==> src/rtl/hazard_controller_if.sv <==
// Pipeline-side view of the hazard controller: per-stage register tags and
// controls in, stall/flush/forwarding controls out.
interface hazard_controller_if #(
  parameter int CNT_W = 16
);
  logic [4:0]       id_rs;
  logic [4:0]       id_rt;
  logic             id_uses_rt;
  logic             id_is_branch;
  logic             id_branch_taken;
  logic             id_is_jump;
  logic             id_md_start;
  logic             md_done;
  logic             ex_mem_read;
  logic             ex_reg_write;
  logic [4:0]       ex_rd;
  logic             mem_mem_read;
  logic             mem_reg_write;
  logic [4:0]       mem_rd;
  logic             wb_reg_write;
  logic [4:0]       wb_rd;
  logic             pc_hold;
  logic             if_id_hold;
  logic             if_id_flush;
  logic             id_ex_flush;
  logic [1:0]       fw1;
  logic [1:0]       fw2;
  logic             md_timeout;
  logic [CNT_W-1:0] stall_count;

  modport master (
    output id_rs, id_rt, id_uses_rt, id_is_branch, id_branch_taken, id_is_jump,
           id_md_start, md_done, ex_mem_read, ex_reg_write, ex_rd,
           mem_mem_read, mem_reg_write, mem_rd, wb_reg_write, wb_rd,
    input  pc_hold, if_id_hold, if_id_flush, id_ex_flush, fw1, fw2,
           md_timeout, stall_count
  );

  modport slave (
    input  id_rs, id_rt, id_uses_rt, id_is_branch, id_branch_taken, id_is_jump,
           id_md_start, md_done, ex_mem_read, ex_reg_write, ex_rd,
           mem_mem_read, mem_reg_write, mem_rd, wb_reg_write, wb_rd,
    output pc_hold, if_id_hold, if_id_flush, id_ex_flush, fw1, fw2,
           md_timeout, stall_count
  );
endinterface

==> src/rtl/hazard_controller.sv <==
// Stall/flush/forwarding sequencer for the 5-stage MIPS pipeline, including the
// mult/div wait FSM with timeout. Outputs are combinational from state+inputs.
module hazard_controller #(
  parameter int CNT_W      = 16,
  parameter int MD_TIMEOUT = 32
) (
  input logic               clock,
  input logic               reset,
  hazard_controller_if.slave hc
);

  localparam int MD_W = $clog2(MD_TIMEOUT);
  localparam logic [MD_W-1:0] MD_LAST = MD_W'(MD_TIMEOUT - 1);

  typedef enum logic [0:0] {
    RUN     = 1'b0,
    MD_WAIT = 1'b1
  } state_t;

  state_t           state_r;
  state_t           state_s;
  logic [MD_W-1:0]  md_cnt_r;
  logic [4:0]       ex_rs_r;
  logic [4:0]       ex_rt_r;
  logic [CNT_W-1:0] stall_cnt_r;

  logic rt_ex_s;
  logic load_use_s;
  logic br_dep_s;
  logic stall_s;
  logic hold_s;
  logic if_id_flush_s;
  logic timeout_s;
  logic [1:0] fw1_s;
  logic [1:0] fw2_s;

  // $zero never creates a dependency.
  function automatic logic reg_match(input logic [4:0] r, input logic [4:0] d);
    return (d != 5'd0) && (d == r);
  endfunction

  function automatic logic [1:0] fwd_sel(input logic [4:0] src,
                                         input logic mem_we, input logic [4:0] mem_d,
                                         input logic wb_we, input logic [4:0] wb_d);
    logic [1:0] sel;
    if (mem_we && reg_match(src, mem_d)) begin
      sel = 2'b10;
    end else if (wb_we && reg_match(src, wb_d)) begin
      sel = 2'b01;
    end else begin
      sel = 2'b00;
    end
    return sel;
  endfunction

  // ID-stage dependency detection against EX and MEM producers.
  always_comb begin
    rt_ex_s    = hc.id_uses_rt && reg_match(hc.id_rt, hc.ex_rd);
    load_use_s = hc.ex_mem_read && (reg_match(hc.id_rs, hc.ex_rd) || rt_ex_s);
    br_dep_s   = hc.id_is_branch &&
                 ((hc.ex_reg_write && (reg_match(hc.id_rs, hc.ex_rd) || rt_ex_s)) ||
                  (hc.mem_mem_read && (reg_match(hc.id_rs, hc.mem_rd) ||
                                       (hc.id_uses_rt && reg_match(hc.id_rt, hc.mem_rd)))));
    stall_s    = load_use_s || br_dep_s;
  end

  // Next-state and control decode; a stall suppresses branch/jump flush.
  always_comb begin
    state_s       = state_r;
    hold_s        = 1'b0;
    if_id_flush_s = 1'b0;
    timeout_s     = 1'b0;
    case (state_r)
      RUN: begin
        if (stall_s) begin
          hold_s = 1'b1;
        end else if ((hc.id_is_branch && hc.id_branch_taken) || hc.id_is_jump) begin
          if_id_flush_s = 1'b1;
        end else if (hc.id_md_start) begin
          state_s = MD_WAIT;
        end else begin
          state_s = RUN;
        end
      end
      MD_WAIT: begin
        hold_s = 1'b1;
        if (hc.md_done) begin
          state_s = RUN;
        end else if (md_cnt_r == MD_LAST) begin
          state_s   = RUN;
          timeout_s = 1'b1;
        end else begin
          state_s = MD_WAIT;
        end
      end
      default: begin
        state_s = RUN;
      end
    endcase
  end

  // EX-stage operand forwarding; EX/MEM beats MEM/WB.
  always_comb begin
    fw1_s = fwd_sel(ex_rs_r, hc.mem_reg_write, hc.mem_rd, hc.wb_reg_write, hc.wb_rd);
    fw2_s = fwd_sel(ex_rt_r, hc.mem_reg_write, hc.mem_rd, hc.wb_reg_write, hc.wb_rd);
  end

  // Everything is forced low while reset is asserted.
  assign hc.pc_hold     = hold_s & ~reset;
  assign hc.if_id_hold  = hold_s & ~reset;
  assign hc.id_ex_flush = hold_s & ~reset;
  assign hc.if_id_flush = if_id_flush_s & ~reset;
  assign hc.md_timeout  = timeout_s & ~reset;
  assign hc.fw1         = reset ? 2'b00 : fw1_s;
  assign hc.fw2         = reset ? 2'b00 : fw2_s;
  assign hc.stall_count = reset ? {CNT_W{1'b0}} : stall_cnt_r;

  // State, mult/div cycle counter, EX source shadows and stall statistics.
  always_ff @(posedge clock) begin
    if (reset) begin
      state_r     <= RUN;
      md_cnt_r    <= {MD_W{1'b0}};
      ex_rs_r     <= 5'd0;
      ex_rt_r     <= 5'd0;
      stall_cnt_r <= {CNT_W{1'b0}};
    end else begin
      state_r <= state_s;
      if (state_r == MD_WAIT) begin
        md_cnt_r <= md_cnt_r + MD_W'(1);
      end else begin
        md_cnt_r <= {MD_W{1'b0}};
      end
      if (hold_s) begin
        ex_rs_r <= 5'd0;
        ex_rt_r <= 5'd0;
      end else begin
        ex_rs_r <= hc.id_rs;
        ex_rt_r <= hc.id_rt;
      end
      if (hold_s && (stall_cnt_r != {CNT_W{1'b1}})) begin
        stall_cnt_r <= stall_cnt_r + CNT_W'(1);
      end else begin
        stall_cnt_r <= stall_cnt_r;
      end
    end
  end

endmodule
==> src/flat_wrapper.sv <==
// flat-port wrapper written by rule: the top's interface ports become plain ports
module hazard_controller_flat 
#(
  parameter int CNT_W      = 16,
  parameter int MD_TIMEOUT = 32
)
  (clock, reset, hc_id_rs, hc_id_rt, hc_id_uses_rt, hc_id_is_branch, hc_id_branch_taken, hc_id_is_jump, hc_id_md_start, hc_md_done, hc_ex_mem_read, hc_ex_reg_write, hc_ex_rd, hc_mem_mem_read, hc_mem_reg_write, hc_mem_rd, hc_wb_reg_write, hc_wb_rd, hc_pc_hold, hc_if_id_hold, hc_if_id_flush, hc_id_ex_flush, hc_fw1, hc_fw2, hc_md_timeout, hc_stall_count);
  hazard_controller_if #(.CNT_W(CNT_W)) hc_i ();
  input logic clock;
  input logic reset;
  input wire logic [$bits(hc_i.id_rs)-1:0] hc_id_rs;
  input wire logic [$bits(hc_i.id_rt)-1:0] hc_id_rt;
  input wire logic [$bits(hc_i.id_uses_rt)-1:0] hc_id_uses_rt;
  input wire logic [$bits(hc_i.id_is_branch)-1:0] hc_id_is_branch;
  input wire logic [$bits(hc_i.id_branch_taken)-1:0] hc_id_branch_taken;
  input wire logic [$bits(hc_i.id_is_jump)-1:0] hc_id_is_jump;
  input wire logic [$bits(hc_i.id_md_start)-1:0] hc_id_md_start;
  input wire logic [$bits(hc_i.md_done)-1:0] hc_md_done;
  input wire logic [$bits(hc_i.ex_mem_read)-1:0] hc_ex_mem_read;
  input wire logic [$bits(hc_i.ex_reg_write)-1:0] hc_ex_reg_write;
  input wire logic [$bits(hc_i.ex_rd)-1:0] hc_ex_rd;
  input wire logic [$bits(hc_i.mem_mem_read)-1:0] hc_mem_mem_read;
  input wire logic [$bits(hc_i.mem_reg_write)-1:0] hc_mem_reg_write;
  input wire logic [$bits(hc_i.mem_rd)-1:0] hc_mem_rd;
  input wire logic [$bits(hc_i.wb_reg_write)-1:0] hc_wb_reg_write;
  input wire logic [$bits(hc_i.wb_rd)-1:0] hc_wb_rd;
  output wire logic [$bits(hc_i.pc_hold)-1:0] hc_pc_hold;
  output wire logic [$bits(hc_i.if_id_hold)-1:0] hc_if_id_hold;
  output wire logic [$bits(hc_i.if_id_flush)-1:0] hc_if_id_flush;
  output wire logic [$bits(hc_i.id_ex_flush)-1:0] hc_id_ex_flush;
  output wire logic [$bits(hc_i.fw1)-1:0] hc_fw1;
  output wire logic [$bits(hc_i.fw2)-1:0] hc_fw2;
  output wire logic [$bits(hc_i.md_timeout)-1:0] hc_md_timeout;
  output wire logic [$bits(hc_i.stall_count)-1:0] hc_stall_count;
  assign hc_i.id_rs = hc_id_rs;
  assign hc_i.id_rt = hc_id_rt;
  assign hc_i.id_uses_rt = hc_id_uses_rt;
  assign hc_i.id_is_branch = hc_id_is_branch;
  assign hc_i.id_branch_taken = hc_id_branch_taken;
  assign hc_i.id_is_jump = hc_id_is_jump;
  assign hc_i.id_md_start = hc_id_md_start;
  assign hc_i.md_done = hc_md_done;
  assign hc_i.ex_mem_read = hc_ex_mem_read;
  assign hc_i.ex_reg_write = hc_ex_reg_write;
  assign hc_i.ex_rd = hc_ex_rd;
  assign hc_i.mem_mem_read = hc_mem_mem_read;
  assign hc_i.mem_reg_write = hc_mem_reg_write;
  assign hc_i.mem_rd = hc_mem_rd;
  assign hc_i.wb_reg_write = hc_wb_reg_write;
  assign hc_i.wb_rd = hc_wb_rd;
  assign hc_pc_hold = hc_i.pc_hold;
  assign hc_if_id_hold = hc_i.if_id_hold;
  assign hc_if_id_flush = hc_i.if_id_flush;
  assign hc_id_ex_flush = hc_i.id_ex_flush;
  assign hc_fw1 = hc_i.fw1;
  assign hc_fw2 = hc_i.fw2;
  assign hc_md_timeout = hc_i.md_timeout;
  assign hc_stall_count = hc_i.stall_count;
  hazard_controller #(.CNT_W(CNT_W), .MD_TIMEOUT(MD_TIMEOUT)) u_core (.clock(clock), .reset(reset), .hc(hc_i));
endmodule
==> config.mk <==
export PLATFORM = sky130hd
export DESIGN_NAME = hazard_controller_flat
export DESIGN_NICKNAME = d
export VERILOG_FILES = /design/src/rtl/hazard_controller_if.sv /design/src/rtl/hazard_controller.sv /design/src/flat_wrapper.sv
export SDC_FILE = /design/constraint.sdc
export NUM_CORES = 1
export LEC_CHECK = 0
export CAP_MARGIN = 25
export CORE_MARGIN = 5
export CORE_UTILIZATION = 45
export DETAILED_ROUTE_END_ITERATION = 7
export PLACE_DENSITY = 0.79
export SETUP_SLACK_MARGIN = 0.5
export SYNTH_ARGS = -nofsm -noshare
export SYNTH_HDL_FRONTEND = slang
export SYNTH_SLANG_ARGS = --single-unit
==> constraint.sdc <==
create_clock -name clock -period 6.7 [get_ports clock]
set_clock_uncertainty 0.2 [all_clocks]
set_input_delay 1.005 -clock clock [delete_from_list [all_inputs] [get_ports clock]]
set_output_delay 1.005 -clock clock [all_outputs]
set_load 0.03 [all_outputs]
==> metrics, run 1 <==
antenna-violating nets left=0; gr ovfl total=0; routability cong.=0.8771; EDFF count, synth=0; Rows=24; Unique masters post-synth=40; most frequent cells in the layout=62 x clkdlybuf4s50_1, 35 x xnor2_1, 32 x dfxtp_1; CP Data Required Time=5.49 ns; Post-Layout Cell Count=345; crit end category=output port; CP Class=input pin to output port; RSZ-0062 raised after global routing=false; reg2reg setup slack=4.47 ns; placed insts=about 340; Period minus WS final=4.642 ns; area of the multi-input gates=~1400 µm²; TNS Setup=0 ns; Area Growth Syn to Fin=33.51%; drt wl/cell=15.04 µm; first-pass GRT wire length=approximately 8.9 mm; max-slew violations=0; Netlist Area Pre-Place=about 2100 µm²; pre-CTS setup slack=2.071 ns; storage element area=640.6 µm²; # clock sinks=32; DRT iter0 DRCs=118; #FFs+latches synth=32; drt total wl=5.188 mm; Starting Density=0.4704; post-DP HPWL=3.957 mm; Syn Inst Count=235; routed vias=1832; # DRC=0; Hold Path Depth=1; WL met1=2.348 mm; reg2reg path depth=6; Worst setup SP type=input pin; TritonRoute pass-1 iters=4; CTS tree=done; hold path startpoint=u_core.md_cnt_r[0]; CP most frequent cell=clkdlybuf4s50_1; Skew-Pair Late Insertion Delay=0.29 ns; FF-to-FF Start=u_core.stall_cnt_r[2]; Worst Hold Endpoint=u_core.md_cnt_r[0]; number of global-route vias before repair=about 1900; worst hold-check path type=flip-flop to flip-flop; Post-CTS Resized=0; WHS=0.2485 ns; Max-Cap Viols=0; final worst setup slack=2.058 ns; final hold violations=0; VDD IR max=between 0.1 and 0.15 mV; Root Driver=clkbuf_8; Syn Area/Cell=8.897 µm²; clk slew on worst S/H paths=~0.070 ns; leakage power=1.011 nW; Crit Path Max Fanout=5; largest net degree at the start of global routing=37; setup violators final=0; Die H=between 70 and 80 µm; CTS H-Tree Depth=2; Num CTS Buffers=5; Total GRT Usage=0.1794; die area=6109 µm²; layout cells sized above 1=0.1468; Async S/R FF share, synth=0; met2 routed wirelength=2.462 mm; ys flop type=dfxtp_1; Critical Path AT=~3.4 ns; max frequency=approximately 220 MHz; status=finished clean; Rel. slew slack=0.5874; highest metal used=met4; Port-buffer cells=62; Clock Path Buffers=2; RR Endpoint=u_core.stall_cnt_r[13]; metal3 WL=268 µm; Die W=78.16 µm; Worst-Margin Slew=0.6170 ns; Syn Nets=276; Filler cells=391; Syn. warnings=0; critical-path cell list=clkdlybuf4s50_1 > nor3_2 > nand2_1 > and3_4 > a221o_2 > nor3_1 > clkdlybuf4s50_1; most common cell after layout, fill and taps aside=clkdlybuf4s50_1; Critical Path Max Stage Delay=0.70 ns; ANT cells=0; initial antenna violation count=0; hold_buf cts=0; Crit-path slowest cell=clkdlybuf4s50_1; sequential share of the synthesized area=0.3064; crit share post-route=0.6928; Pwr Density=between 150 and 200 nW/µm²; I/O Pins=63; Core Area=4444 µm²; # nets final=333; vias per cell=5.310; postcts setup bufs=0
==> cells in the mapped netlist, drive strengths merged (9+ instances only) <==
cell type / number / area share
nor2: 21 / 0.038
buf: 10 / 0.035
nor3: 12 / 0.046
nor4: 9 / 0.027
nor2b: 14 / 0.042
and3: 14 / 0.048
mux2: 13 / 0.077
nand3: 11 / 0.026
dfxtp: 32 / 0.31
nand2: 13 / 0.025
xnor2: 35 / 0.15
==> layer usage <==
layer	vias to the layer above	track usage
met1	835	0.2300
li1	936	-
met3	9	0.04233
met5	-	0
met2	52	0.2868
met4	0	0.08042
==> final cells by class <==
type | count | share of cell area
flip-flops and latches | 32 | 0.2295
clock buffers | 5 | 0.02465
clock inverters | 3 | 0.006723
multi-input cells | 186 | 0.4841
inverters | 3 | 0.004034
well taps | 52 | 0.02331
repair buffers | 64 | 0.2277
==> critical path: cells and delay by family <==
| family | cells | cell delay [ns] |
|---|---|---|
| AOI/OAI and AO/OA | 1 | 0.43 |
| buffers and inverters | 2 | 1.25 |
| and+or+nand+nor | 4 | 0.75 |
==> cells by family after synthesis <==
group,share of synthesized area
compound gates,0.05865
xor+xnor,0.1759
fa+ha+maj,0.01796
buf+inv,0.04727
flops,0.3064
mux,0.07720
simple gates,0.3166
==> flip-flops by register name, summed over array words and instances (netlist names) <==
| name | flops |
|---|---|
| u_core.md_cnt_r | 5 |
| u_core.stall_cnt_r | 16 |
| u_core.state_r | 1 |
| u_core.ex_rs_r | 5 |
| u_core.ex_rt_r | 5 |
==> stage by stage <==
stage / instance area, µm² / util / total power [mW]
6_report: 2791 / 0.6281 / 0.4440
5_1_grt: 2791 / 0.6281 / 0.4638
4_1_cts: 2791 / 0.6281 / 0.4485
3_5_place_dp: 2704 / 0.6084 / 0.2992
3_3_place_gp: 2704 / 0.6084 / 0.2980
2_1_floorplan: 2091 / - / 0.2609
==> where the power goes <==
group / switching [mW] / total [mW] / internal [mW]
clock: 0.0767 / 0.149 / 0.0723
sequential: 0.00650 / 0.202 / 0.196
combinational: 0.0431 / 0.0927 / 0.0496
==> worst max path at each step <==
stage                  from              to  depth (start not counted)
5_1_grt        hc_mem_rd[0]   hc_if_id_hold                          8
3_5_place_dp   hc_mem_rd[1]   hc_if_id_hold                          8
2_1_floorplan  hc_mem_rd[4]   hc_if_id_hold                          9
6_report       hc_mem_rd[1]  hc_if_id_flush                          7
3_3_place_gp   hc_mem_rd[0]  hc_if_id_flush                          7
4_1_cts        hc_mem_rd[1]  hc_if_id_flush                          7
(Power assumes the default switching activity.)
==> inputs of run 2 (changes only) <==
clock period = 4.7 ns   (was 6.7 ns; I/O delays follow)
==> run 2 against run 1 <==
Against the previous run:
- first-iteration DRC count increased by 29%
- via count decreased by 0.11%
- sequential cell count unchanged
- combinational power grew 45%
- count of clock-buffer cells in the layout grew 2
- clock power rose by 47%
- cell count grew 0.29%
- die area did not move
- critical path depth unchanged
- critical endpoint unchanged
==> metrics, run 2 (synthesis results as in run 1) <==
routed vias=1830; Post-CTS Resized=0; Root Driver=clkbuf_8; ANT cells=0; Total GRT Usage=0.1756; crit end category=output port; Core Area=4444 µm²; most frequent cells in the layout=62 x clkdlybuf4s50_1, 35 x xnor2_1, 32 x dfxtp_1; vias per cell=5.289; Critical Path AT=3.12 ns; max frequency=roughly 250 MHz; Core Util, Final=0.6312; Rows=24; RSZ-0062 raised after global routing=false; TritonRoute pass-1 iters=4; post-DP HPWL=3.998 mm; Die H=78.16 µm; Top reg by flops=u_core.stall_cnt_r; DRT iter0 DRCs=152; largest net degree at the start of global routing=36; Period minus WS final=4.026 ns; CP Data Required Time=3.80 ns; drt wl/cell=15.08 µm; I/O Pins=63; # DRC=0; Rel. slew slack=0.5703; die area=~6000 µm²; Crit Path Max Fanout=5; CTS tree=done; layout cells sized above 1=0.1463; Port-buffer cells=62; Skew-Pair Late Insertion Delay=0.28 ns; Num CTS Buffers=5; # clock sinks=32; worst hold-check path type=flip-flop to flip-flop; Die W=78.16 µm; status=finished clean; crit share post-route=0.8565; drt total wl=5.217 mm; max-slew violations=0; Pwr Density=228.5 nW/µm²; hold_buf cts=0; Largest register FFs=16; Max-Cap Viols=0; CP Class=input pin to output port; pre-CTS setup slack=0.6875 ns; initial antenna violation count=0; Area Growth Syn to Fin=34.17%; setup violators final=0; TNS Setup=0 ns; most common cell after layout, fill and taps aside=clkdlybuf4s50_1; VDD IR max=0.1421 mV; postcts setup bufs=0; final hold violations=0; Starting Density=0.4704; WHS=0.2616 ns; first-pass GRT wire length=8.680 mm; placed insts=338; Clock Path Buffers=2; antenna-violating nets left=0; leakage power=a little over 1 nW; # nets final=334; final worst setup slack=0.6742 ns; CTS H-Tree Depth=2; number of global-route vias before repair=approximately 1900; clk slew on worst S/H paths=about 0.06 ns; gr ovfl total=0; Worst-Margin Slew=0.6425 ns; Worst setup SP type=input pin; routability cong.=0.8432; Post-Layout Cell Count=~350
## run 2: path summary, 6_finish.rpt
check | start | to | slack (ns) | depth (start not counted)
worst max-delay path | hc_mem_rd[1] | hc_if_id_flush | 0.67 | 7
worst min-delay path | u_core.md_cnt_r[0] | u_core.md_cnt_r[0] | 0.26 | 1
worst max register to register | u_core.stall_cnt_r[2] | u_core.stall_cnt_r[13] | 2.41 | 6
worst min register to register | u_core.md_cnt_r[0] | u_core.md_cnt_r[0] | 0.26 | 1
## run 2: critical path: stages
cell and delay, ns:
clkdlybuf4s50_1 0.55, nor3_2 0.22, nand2_1 0.12, and3_4 0.21, a221o_2 0.43, nor3_1 0.18
clkdlybuf4s50_1 0.70
## run 2: routing by layer
metal	vias to the layer above	track usage	routed length, µm
li1	935	-	-
met1	839	0.2169	2402
met2	47	0.3005	2519
met3	9	0.04119	214
met4	0	0.05944	82
met5	-	0	0
## run 2: metrics by stage
step           power, mW  area (µm²)
2_1_floorplan     0.3719        2091
3_3_place_gp      0.4259        2711
3_5_place_dp      0.4280        2711
4_1_cts           0.6461        2805
5_1_grt           0.6698        2805
6_report          0.6411        2805
## run 2: area by class of cell
type | instances | area (µm²)
Fill cell | 384 | 1639
Multi-Input combinational cell | 186 | 1351
Timing Repair Buffer | 65 | 643.1
Sequential cell | 32 | 640.6
Clock buffer | 7 | 86.33
Tap cell | 52 | 65.06
Inverter | 3 | 11.26
Clock inverter | 1 | 7.507
## run 2: power breakdown
group          internal [mW]  leakage [nW]  switching (mW)
Clock                  0.119        0.0445          0.0998
Combinational         0.0712         0.707          0.0627
Sequential             0.279         0.261         0.00930
==> inputs of run 3 (changes only) <==
CORE_UTILIZATION = 44   (was 45)
GPL_TIMING_DRIVEN = 0   (was default)
PLACE_DENSITY = 0.78   (was 0.79)
==> run 3 against run 2 <==
Against the previous run:
- non-clock buffer count grew 7
- final area increased by 0.67%
- count of clock-buffer cells in the layout decreased by 1
- largest power group unchanged
- worst hold slack lost 0.012 ns
- combinational power barely moved
- largest cell class unchanged
- sequential cell count did not move
==> metrics, run 3 (synthesis results as in run 1) <==
crit share post-route=0.8195; Num CTS Buffers=5; met2 routed wirelength=between 2 and 3 mm; critical-path cell list=clkdlybuf4s50_1 > clkbuf_1 > clkbuf_1 > nor3_1 > clkdlybuf4s50_1; antenna-violating nets left=0; Critical Path AT=between 2 and 3 ns; TritonRoute pass-1 iters=4; Critical Path Max Stage Delay=0.65 ns; CP Data Required Time=3.80 ns; Pwr Density=219.1 nW/µm²; routed vias=1912; CTS tree=done; Top reg by flops=u_core.stall_cnt_r; highest metal used=met4; placed insts=roughly 350; routability cong.=just over 0.8; # DRC=0; Root Driver=clkbuf_8; Switching Fraction=0.2687; Skew-Pair Late Insertion Delay=0.28 ns; Starting Density=0.4486; most common cell after layout, fill and taps aside=clkdlybuf4s50_1; WHS=0.2496 ns; largest net degree at the start of global routing=11; Area Growth Syn to Fin=35.07%; DRT iter0 DRCs=87; CTS H-Tree Depth=2; I/O Pins=63; # nets final=341; Pint=0.4524 mW; Post-Layout Cell Count=around 350; post-DP HPWL=4.122 mm; Filler cells=between 400 and 500; drt wl/cell=14.71 µm; crit end category=output port; vias per cell=5.401; Crit Path Max Fanout=10; Max-Cap Viols=0; layout cells sized above 1=0.1700; Flop pwr share=0.464; Period minus WS final=3.851 ns; first-pass GRT wire length=between 8 and 9 mm; initial antenna violation count=0; total power=0.6186 mW; setup violators final=0; Crit-path slowest cell=clkdlybuf4s50_1; leakage power=around 1.1 nW; max-slew violations=0; CP Class=input pin to output port; Clock power frac=0.314; Port-buffer cells=57; WL met1=2.259 mm; Sw Pwr=0.1662 mW; metal3 WL=266 µm; Worst-Margin Slew=0.4823 ns; Core Util, Final=0.6059; gr ovfl total=0; Total GRT Usage=0.1747; most frequent cells in the layout=54 x clkdlybuf4s50_1, 35 x xnor2_1, 32 x dfxtp_1; worst hold-check path type=flip-flop to flip-flop; Comb power frac=0.222; Buffers & Inverters on Critical Path=4; Clock Path Buffers=2; number of global-route vias before repair=1927; Core Area=about 4700 µm²; max frequency=~260 MHz; # clock sinks=32; Largest register FFs=16; RSZ-0062 raised after global routing=false; clk slew on worst S/H paths=0.06 ns; die area=6230 µm²; Rel. slew slack=0.6785; TNS Setup=0 ns; ANT cells=0; CP top delay family=buffers and inverters; Rows=25; Die W=between 70 and 80 µm; status=finished clean; Worst setup SP type=input pin; Die H=78.93 µm; drt total wl=5.207 mm; final hold violations=0; VDD IR max=0.1405 mV
run 3: worst register-to-register path: cells and delay by family (launching register included):
kind | cells | cell delay, ns
mux | 1 | 0.29
simple gates | 5 | 0.95
buf+inv | 1 | 0.24
flops | 1 | 0.40
run 3: timing repair:
action	CTS	global route
setup endpoints to repair	3	2
gates resized for setup	2	2
hold buffers	0	0
buffers inserted	1	0
gates cloned	0	0
pin swaps	1	0
run 3: cell type report:
class                           instances  area (µm²)  share of cell area
Inverter                                3       11.26            0.003988
Tap cell                               54       67.56             0.02393
Clock buffer                            6       72.57             0.02570
Timing Repair Buffer                   58       581.8              0.2060
Sequential cell                        32       640.6              0.2268
Clock inverter                          1       5.005            0.001772
Multi-Input combinational cell        186        1358              0.4807
Buffer                                 14       87.58             0.03101
run 3: metal layers:
layer / vias to the layer above / global-route usage
met2: 47 / 0.3115
li1: 950 / -
met5: - / 0
met3: 7 / 0.04308
met1: 908 / 0.2087
met4: 0 / 0.04639
run 3: worst paths after layout:
path                         startpoint                     to  slack (ns)  cells past startpoint
setup / recovery                  reset         hc_if_id_flush        0.85                      5
hold / removal       u_core.md_cnt_r[0]     u_core.md_cnt_r[0]        0.25                      1
setup reg to reg  u_core.stall_cnt_r[3]  u_core.stall_cnt_r[7]        2.52                      7
hold reg to reg      u_core.md_cnt_r[0]     u_core.md_cnt_r[0]        0.25                      1
run 3: metrics by stage:
step,instance area [µm²],setup slack [ns]
floorplan,2091,1.296
global placement,2729,0.4448
detailed placement,2729,0.4015
CTS,2819,0.5684
global route,2824,0.6666
finish,2824,0.8485
run 3: power groups by stage:
stage	Sequential, mW	Clock (mW)	Combinational, mW
after floorplan	0.292	0	0.0801
after global placement	0.293	0	0.133
after detailed placement	0.293	0	0.136
after CTS	0.287	0.200	0.138
after global routing	0.288	0.213	0.149
final	0.287	0.194	0.137
==> RTL edit, RTL diff (config.mk and constraints of run 2) <==
Register the output `hc.md_timeout`; this adds one clock of latency there.
--- a/src/rtl/hazard_controller.sv
+++ b/src/rtl/hazard_controller.sv
@@ -112,3 +112,5 @@
   assign hc.if_id_flush = if_id_flush_s & ~reset;
-  assign hc.md_timeout  = timeout_s & ~reset;
+  always_ff @(posedge clock) begin
+    hc.md_timeout <= timeout_s & ~reset;
+  end
   assign hc.fw1         = reset ? 2'b00 : fw1_s;
Behaviour: same outputs for any inputs over 10 cycles, from zero or initial values and one cycle with reset high; that may be too few to reach the edited logic, so the function may still have changed.
==> RTL edit against run 2 <==
Core utilization shrank 2.6 points; register-to-register slack about the same; final area decreased by 0.18%; sequential cell count is 1 higher; area after synthesis increased by 0.96%; power fell by 3.2%; wire length up 0.52%; global-route usage rose by 0.10 points; hold slack better by 0.014 ns; synthesized cell count is 0.43% higher; worst setup slack improved by 0.024 ns; critical path type unchanged; largest power group unchanged; highest routed layer unchanged.
==> RTL edit: results (changes against run 2) <==
The total routing resource utilization after global routing is 0.1766 (+0.001003), and the internal power component is 0.4557 mW (-2.9%). The clock transition at the register clock pins on the worst setup and hold paths after CTS was 0.06 ns (about the same); the static leakage was 1.011 nW (-0.14%). The logs give 0.5841 (+0.01375) for the worst slew margin relative to its limit and 3.10 ns (-0.02 ns) for the signal arrival time at the worst endpoint. The run gives 8.714 mm (+0.39%) as the wire length of the first global-routing pass. The tools report the DRC marker count from the first detailed-route iteration as 81 (-47%). The tools report the via count of the first global-routing pass as 1891 (+1.6%). The average detailed-routed wire length per instance works out to 15.16 um (+0.52%). The count of unique library cells instantiated by Yosys is 40 (unchanged). The net switching fraction of the power came out at 0.2659 (-0.001968). The number of instances resized during post-cts repair came out at 0 (unchanged). The detailed placement HPWL was 4.097 mm (+2.5%); the post-synth net total was 277 (+0.36%). Standard cell area after detailed placement: 2726 um2 (+0.55%). The tools report the worst vdd rail ir drop as 0.0001565 V (+10%).

Sorting the synthesized cells by area gives the leading types as sky130_fd_sc_hd__dfxtp_1 (31%), sky130_fd_sc_hd__xnor2_1 (15%), sky130_fd_sc_hd__mux2_2 (4.8%). On the critical path, the stage with the largest delay is an instance of sky130_fd_sc_hd__clkdlybuf4s50_1. The flow ran to the end, and the final reports show no timing, DRC or antenna violations.

The fraction of the yosys area taken by sequential cells was 0.3130 (+0.006578). Counting instances in the post-synthesis netlist gives the leading cell types as sky130_fd_sc_hd__xnor2_1 (35), sky130_fd_sc_hd__dfxtp_1 (33), sky130_fd_sc_hd__nor2_1 (21). The clock network power consumption is 0.191 mW (-13%), and the async set-reset flop share out of synthesis is 0 (unchanged). The final RePlAce weighted congestion was 0.8367 (-0.77%); the worst-skew pair later-pin latency was 0.28 ns (about the same). The ratio of routed vias to standard cells was 5.367 (+1.5%).

The tools report the clock root buffer as sky130_fd_sc_hd__clkbuf_8. Fraction of layout instances using a drive strength above 1: 0.1404 (-0.005848).
-- RTL edit: logic make-up after synthesis --
group / Yosys count / synth area share
AO/OA/AOI/OAI: 15 / 0.05809
XOR/XNOR: 42 / 0.1743
adder cells (fa/ha/maj): 3 / 0.01778
buffers and inverters: 17 / 0.04683
flip-flops: 33 / 0.3130
multiplexers: 13 / 0.07647
AND/OR/NAND/NOR: 113 / 0.3136
-- RTL edit: layout make-up --
type / count / area [um2]
clock buffers: 5 / 68.82
inverters: 3 / 11.26
well taps: 54 / 67.56
repair buffers: 64 / 635.6
flip-flops and latches: 33 / 660.6
clock inverters: 1 / 5.005
multi-input cells: 186 / 1351
fillers: 418 / 1829
-- RTL edit: final timing paths --
kind	startpoint	end	slack (ns)	cells after the start
max	hc_mem_rd[0]	hc_if_id_flush	0.70	7
min	u_core.md_cnt_r[0]$_SDFF_PP0_	u_core.md_cnt_r[0]$_SDFF_PP0_	0.28	1
max reg2reg	u_core.stall_cnt_r[2]$_SDFFE_PP0P_	u_core.stall_cnt_r[13]$_SDFFE_PP0P_	2.41	6
min reg2reg	u_core.md_cnt_r[0]$_SDFF_PP0_	u_core.md_cnt_r[0]$_SDFF_PP0_	0.28	1
-- RTL edit: routing by layer --
| layer | GRT usage | part of all wire | up-vias |
|---|---|---|---|
| met1 | 0.2017 | 0.42 | 874 |
| met2 | 0.3330 | 0.54 | 49 |
| li1 | - | - | 932 |
| met3 | 0.04014 | 0.044 | 2 |
| met4 | 0.03671 | 0.0044 | 0 |
| met5 | 0 | 0 | - |
-- RTL edit: metrics by stage --
step / setup WS (ns) / instances
floorplan: 1.296 / 236
global placement: 0.7322 / 340
detailed placement: 0.7154 / 340
CTS: 0.6931 / 346
global route: 0.6228 / 346
finish: 0.6980 / 346
